**src/rtl/uart_tx_scheduler.sv**
```systemverilog
// Round-robin scheduler sharing one byte UART TX among NUM_CH requesters, sending each value as "ddd"+TERM_CHAR.
// States: IDLE no work | ARB grant one channel | CONV double-dabble | SEND launch byte | WAIT await tx_done.
module uart_tx_scheduler #(
  parameter int         NUM_CH    = 4,
  parameter int         DATA_W    = 10,
  parameter logic [7:0] TERM_CHAR = 8'h0A,
  localparam int        CHW       = (NUM_CH > 1) ? $clog2(NUM_CH) : 1
) (
  input  logic                     clk,
  input  logic                     rst,
  input  logic [NUM_CH-1:0]        req,
  input  logic [NUM_CH*DATA_W-1:0] i_data,
  input  logic                     tx_done,
  output logic                     tx_start,
  output logic [7:0]               tx_byte,
  output logic [NUM_CH-1:0]        grant,
  output logic                     busy,
  output logic                     frame_done,
  output logic [CHW-1:0]           cur_ch
);

  localparam int CW = $clog2(DATA_W + 1);

  typedef enum logic [2:0] {IDLE, ARB, CONV, SEND, WAIT} state_t;

  state_t              state, state_nxt;
  logic [NUM_CH-1:0]   pending, pending_nxt;
  logic [CHW-1:0]      rr_ptr;
  logic [CHW-1:0]      sel;
  logic                sel_hit;
  logic [DATA_W-1:0]   data_sel, data_sat;
  logic [DATA_W-1:0]   bin_q, bin_step;
  logic [11:0]         bcd_q, bcd_adj, bcd_step;
  logic [CW-1:0]       cnt_q;
  logic [1:0]          idx_q;
  logic [7:0]          byte_q;
  logic [CHW-1:0]      cur_ch_q;

  function automatic logic [7:0] byte_for(input logic [1:0] i, input logic [11:0] b);
    case (i)
      2'd0:    return 8'h30 + {4'h0, b[11:8]};
      2'd1:    return 8'h30 + {4'h0, b[7:4]};
      2'd2:    return 8'h30 + {4'h0, b[3:0]};
      default: return TERM_CHAR;
    endcase
  endfunction

  // First pending channel at or after rr_ptr, with wrap.
  always_comb begin
    sel     = '0;
    sel_hit = 1'b0;
    for (int i = 0; i < NUM_CH; i++) begin
      if (!sel_hit && pending[(int'(rr_ptr) + i) % NUM_CH]) begin
        sel     = CHW'((int'(rr_ptr) + i) % NUM_CH);
        sel_hit = 1'b1;
      end
    end
  end

  always_comb begin
    data_sel = i_data[sel*DATA_W +: DATA_W];
    if (32'(data_sel) > 32'd999) data_sat = DATA_W'(999);
    else                         data_sat = data_sel;
  end

  always_comb begin
    bcd_adj = bcd_q;
    for (int d = 0; d < 3; d++) begin
      if (bcd_adj[4*d +: 4] >= 4'd5) bcd_adj[4*d +: 4] = bcd_adj[4*d +: 4] + 4'd3;
    end
    bcd_step = {bcd_adj[10:0], bin_q[DATA_W-1]};
    bin_step = bin_q << 1;
  end

  // A request landing in the granting ARB cycle is absorbed by the clear.
  assign pending_nxt = (pending | req) & ~grant;

  always_ff @(posedge clk or negedge rst) begin
    if (!rst) state <= IDLE;
    else      state <= state_nxt;
  end

  always_comb begin
    state_nxt = state;
    case (state)
      IDLE: if (|pending) state_nxt = ARB;
      ARB:  state_nxt = CONV;
      CONV: if (cnt_q == CW'(1)) state_nxt = SEND;
      SEND: state_nxt = WAIT;
      WAIT: if (tx_done) state_nxt = (idx_q == 2'd3) ? IDLE : SEND;
      default: state_nxt = IDLE;
    endcase
  end

  always_comb begin
    grant      = '0;
    tx_start   = 1'b0;
    frame_done = 1'b0;
    busy       = (state != IDLE);
    tx_byte    = byte_q;
    cur_ch     = cur_ch_q;
    case (state)
      ARB:  if (sel_hit) grant = NUM_CH'(1) << sel;
      SEND: tx_start = 1'b1;
      WAIT: frame_done = tx_done && (idx_q == 2'd3);
      default: ;
    endcase
  end

  always_ff @(posedge clk or negedge rst) begin
    if (!rst) begin
      pending  <= '0;
      rr_ptr   <= '0;
      bin_q    <= '0;
      bcd_q    <= '0;
      cnt_q    <= '0;
      idx_q    <= '0;
      byte_q   <= 8'h00;
      cur_ch_q <= '0;
    end else begin
      pending <= pending_nxt;
      case (state)
        ARB: begin
          rr_ptr   <= (sel == CHW'(NUM_CH - 1)) ? '0 : sel + 1'b1;
          cur_ch_q <= sel;
          bin_q    <= data_sat;
          bcd_q    <= '0;
          cnt_q    <= CW'(DATA_W);
        end
        CONV: begin
          bin_q <= bin_step;
          bcd_q <= bcd_step;
          cnt_q <= cnt_q - 1'b1;
          if (cnt_q == CW'(1)) begin
            idx_q  <= 2'd0;
            byte_q <= byte_for(2'd0, bcd_step);
          end
        end
        WAIT: begin
          if (tx_done && idx_q != 2'd3) begin
            idx_q  <= idx_q + 2'd1;
            byte_q <= byte_for(idx_q + 2'd1, bcd_q);
          end
        end
        default: ;
      endcase
    end
  end

endmodule
```
**config.mk**
```make
export PLATFORM = sky130hd
export DESIGN_NAME = uart_tx_scheduler
export DESIGN_NICKNAME = d
export VERILOG_FILES = /design/src/rtl/uart_tx_scheduler.sv
export SDC_FILE = /design/constraint.sdc
export NUM_CORES = 1
export LEC_CHECK = 0
export ABC_AREA = 1
export CAP_MARGIN = 20
export CORE_ASPECT_RATIO = 1.25
export CORE_MARGIN = 8
export CORE_UTILIZATION = 31
export CTS_CLUSTER_SIZE = 28
export DETAILED_ROUTE_END_ITERATION = 8
export DONT_BUFFER_PORTS = 1
export SLEW_MARGIN = 40
export SYNTH_ARGS = -nofsm -noshare
export SYNTH_HDL_FRONTEND = slang
export SYNTH_SLANG_ARGS = --single-unit
export TNS_END_PERCENT = 5
```
**constraint.sdc**
```tcl
create_clock -name clk -period 3 [get_ports clk]
set_input_delay 0.75 -clock clk [delete_from_list [all_inputs] [get_ports clk]]
set_output_delay 0.75 -clock clk [all_outputs]
set_load 0.02 [all_outputs]
```
==> reports/results.ini <==
[status]
status=finished, final reports clean

[drt]
ant_nets=0
routed-via-count=2851
wl_per_cell_um=13.5
via_per_inst=4.89
drt_iter0_markers=115
firstDrtPassIters=5
drcViolationCount=0
wirelength_um=7880

[timing]
fin_crit_sh_pct=96.3
tns_ps=0
report.final.slew_viol_count=0
hold_violations=0
setup_viol=0
holdWs_ps=161
period_needed_ps=2890
slew_headroom_pct=53.2
fmax_mhz=346
worstMarginPinSlew_ps=696
rsz0062_at_grt=true
skew_ps=2.64

[layout]
antenna_cells=0
instances_no_fill=583
final_area_sq_mm=0.00342
layout_commonest_cell=nand2_1
drive_gt1_share_pct=9.91
syn_to_final_growth_pct=10.1
layout_common_cells=nand2_1 (151), inv_1 (57), dfrtp_1 (42)
nNetsFinal=518

[power_and_ir_drop]
p_leak_nw=1.73
powerDensity_mw_per_mm2=1200
p_comb_share_pct=61.4
p_clk_share_pct=12.4
p_total_mw=4.11
power.net_switching_mw=2.11
p_int_mw=2.00
ir_drop_v=0.000312
seqPwrFrac_pct=26.2
switching_share_pct=51.3

[clock_network]
tritoncts=built
htree_levels=2
cts_buffer_depth=2
clkSinkCount=44
cts_buffers=5
cts_root_buffer=clkbuf_16
clock_latency_ps=280
path_clk_slew_ps=60
cts_hold_buf=0

[yosys]
yosys_warnings=0
syn-instance-count=448
yosysTopAreaCell=dfrtp_1
seq_area_frac_synth_pct=35.4
avgSynthCellArea_sq_um=6.93
postSynthRegisterBits=44
synth_area_leaders=dfrtp_1 (35%), nand2_1 (18%), inv_1 (6.9%)
synth_top_cell_area_share_pct=35.4
synthDistinctLibCells=37
syn_area_sq_mm=0.00311

[floorplanning]
fp.dieH_um=128
pin_count=64
die_w_um=106
die_area_sq_mm=0.0135
core_area_sq_mm=0.00995
placementRows=41
start_util_pct=31.2

[worst_setup_path]
crit_path_frequent_cell=nand2_2
crit_required_ps=2250
crit_slowest_cell=dfrtp_2
r2r-end=bin_q[1]
worstPathArrival_ps=2140
reg2reg_setup_slack_ps=710
path_cells=inv_8 > nand2_2 > nand3_1 > nand2_2 > inv_2 > nand2_2 > nand2_8 > nand3_4 > inv_2 > ha_1 > nand2_1 > nor2_2 > buf_4
end_kind=primary output
cpPeakStageDelay_ps=490
critPathLaunchType=register
r2r_cells=19
rr_startpoint=rr_ptr[0]
crit_fanout=13
crit_type=register to primary output

[global_routing]
grt_pass1_wl_um=13100
grt_use_total_pct=11.6
grt_pass1_vias=2832
antenna_found_initial=0
grt_max_degree=45
grt-ovfl-total=0

[placement]
portBuffers=0
placed_cells=575
dp_hpwl_um=6100
placed_area_sq_mm=0.00326
place.gp.congestion=0.848

[worst_hold_path]
worstHoldPathType=input port to async pin

[job]
drv_cap=0

==> layer usage <==
metal,global-route usage (%),vias to the layer above,wire (um)
met2,22.2,69,4300
met4,3.82,0,76
li1,-,1437,-
met1,12.0,1337,3110
met3,3.02,8,392
met5,0,-,0
==> stage by stage <==
step	worst slack, ps	util [%]
3_3_place_gp	339	32.8
4_1_cts	68.9	34.1
2_1_floorplan	406	-
6_report	112	34.4
5_1_grt	-89.9	34.4
3_5_place_dp	278	32.8
==> worst max-delay path, delay by kind of cell (launching register included) <==
kind          cells  cell delay, ps
buf+inv           4             450
flops             1             490
fa+ha+maj         1             160
simple gates      8             760
==> flip-flops by register name, summed over array words and instances, names as in the netlist, 3 cells and up <==
signal / count
bin_q: 10
state: 3
cnt_q: 4
pending: 4
bcd_q: 12
tx_byte: 5
==> cells in the mapped netlist <==
library cell / count
o221ai_1: 2
nand2_2: 9
nand2_1: 152
nor2_2: 2
o211ai_1: 4
o21a_1: 2
clkbuf_1: 5
a31oi_1: 2
o32ai_1: 1
nor2_1: 31
buf_2: 2
conb_1: 1
xor2_1: 2
nand3_2: 2
nand2_4: 1
ha_1: 17
o21ai_0: 27
a21oi_1: 10
nand3_1: 29
a22oi_1: 1
clkinv_1: 1
inv_2: 3
dfrtp_1: 44
buf_4: 5
a32o_1: 1
o2bb2ai_1: 1
inv_8: 1
o22ai_1: 5
nor2_4: 1
xnor2_1: 1
nor3b_1: 1
buf_6: 3
nor3_1: 4
inv_1: 57
clkbuf_4: 1
nand4_1: 16
nand3_4: 1
==> kinds of logic (layout without fill, tap and decap cells) <==
family                     after synthesis  after routing  share of synthesized area [%]
and+or+nand+nor                        249            249                           35.0
buffers and inverters                   78             83                           11.2
AOI/OAI and AO/OA                       56             56                           10.5
DFF                                     44             44                           35.4
adders and majority gates               17             17                           6.85
xor gates and xnor gates                 3              3                          0.846
other                                    1              2                          0.121
==> power by group through the flow <==
| stage | combinational, mW | sequential [mW] | clock, mW |
|---|---|---|---|
| 2_1_floorplan | 2.02 | 1.01 | 0 |
| 3_3_place_gp | 2.45 | 1.08 | 0 |
| 3_5_place_dp | 2.50 | 1.08 | 0 |
| 4_1_cts | 2.52 | 1.08 | 0.531 |
| 5_1_grt | 2.89 | 1.11 | 0.553 |
| 6_report | 2.52 | 1.08 | 0.511 |
==> timing repair <==
| item | 4_1_cts | 5_1_grt |
|---|---|---|
| pin swaps | 0 | 0 |
| setup buffers | 0 | 1 |
| endpoints found under the setup margin | 4 | 4 |
| gates resized for setup | 1 | 5 |
==> worst max path at each step <==
stage / start / cells past startpoint / to / slack (ps)
after floorplan: rr_ptr[0] / 14 / grant[2] / 410
after global placement: rr_ptr[0] / 12 / grant[1] / 340
after detailed placement: rr_ptr[0] / 12 / grant[1] / 280
after CTS: rr_ptr[0] / 13 / grant[1] / 70
after global routing: rr_ptr[0] / 13 / grant[1] / -90
final: rr_ptr[0] / 13 / grant[1] / 110
==> cell type report <==
type,count,area (sq um)
Tap cell,129,161
Clock buffer,6,129
Multi-Input combinational cell,327,1680
Clock inverter,1,5.00
Inverter,62,240
Sequential cell,44,1100
Timing Repair Buffer,14,105
Fill cell,1067,6530
Power figures use the tool's default switching activity.
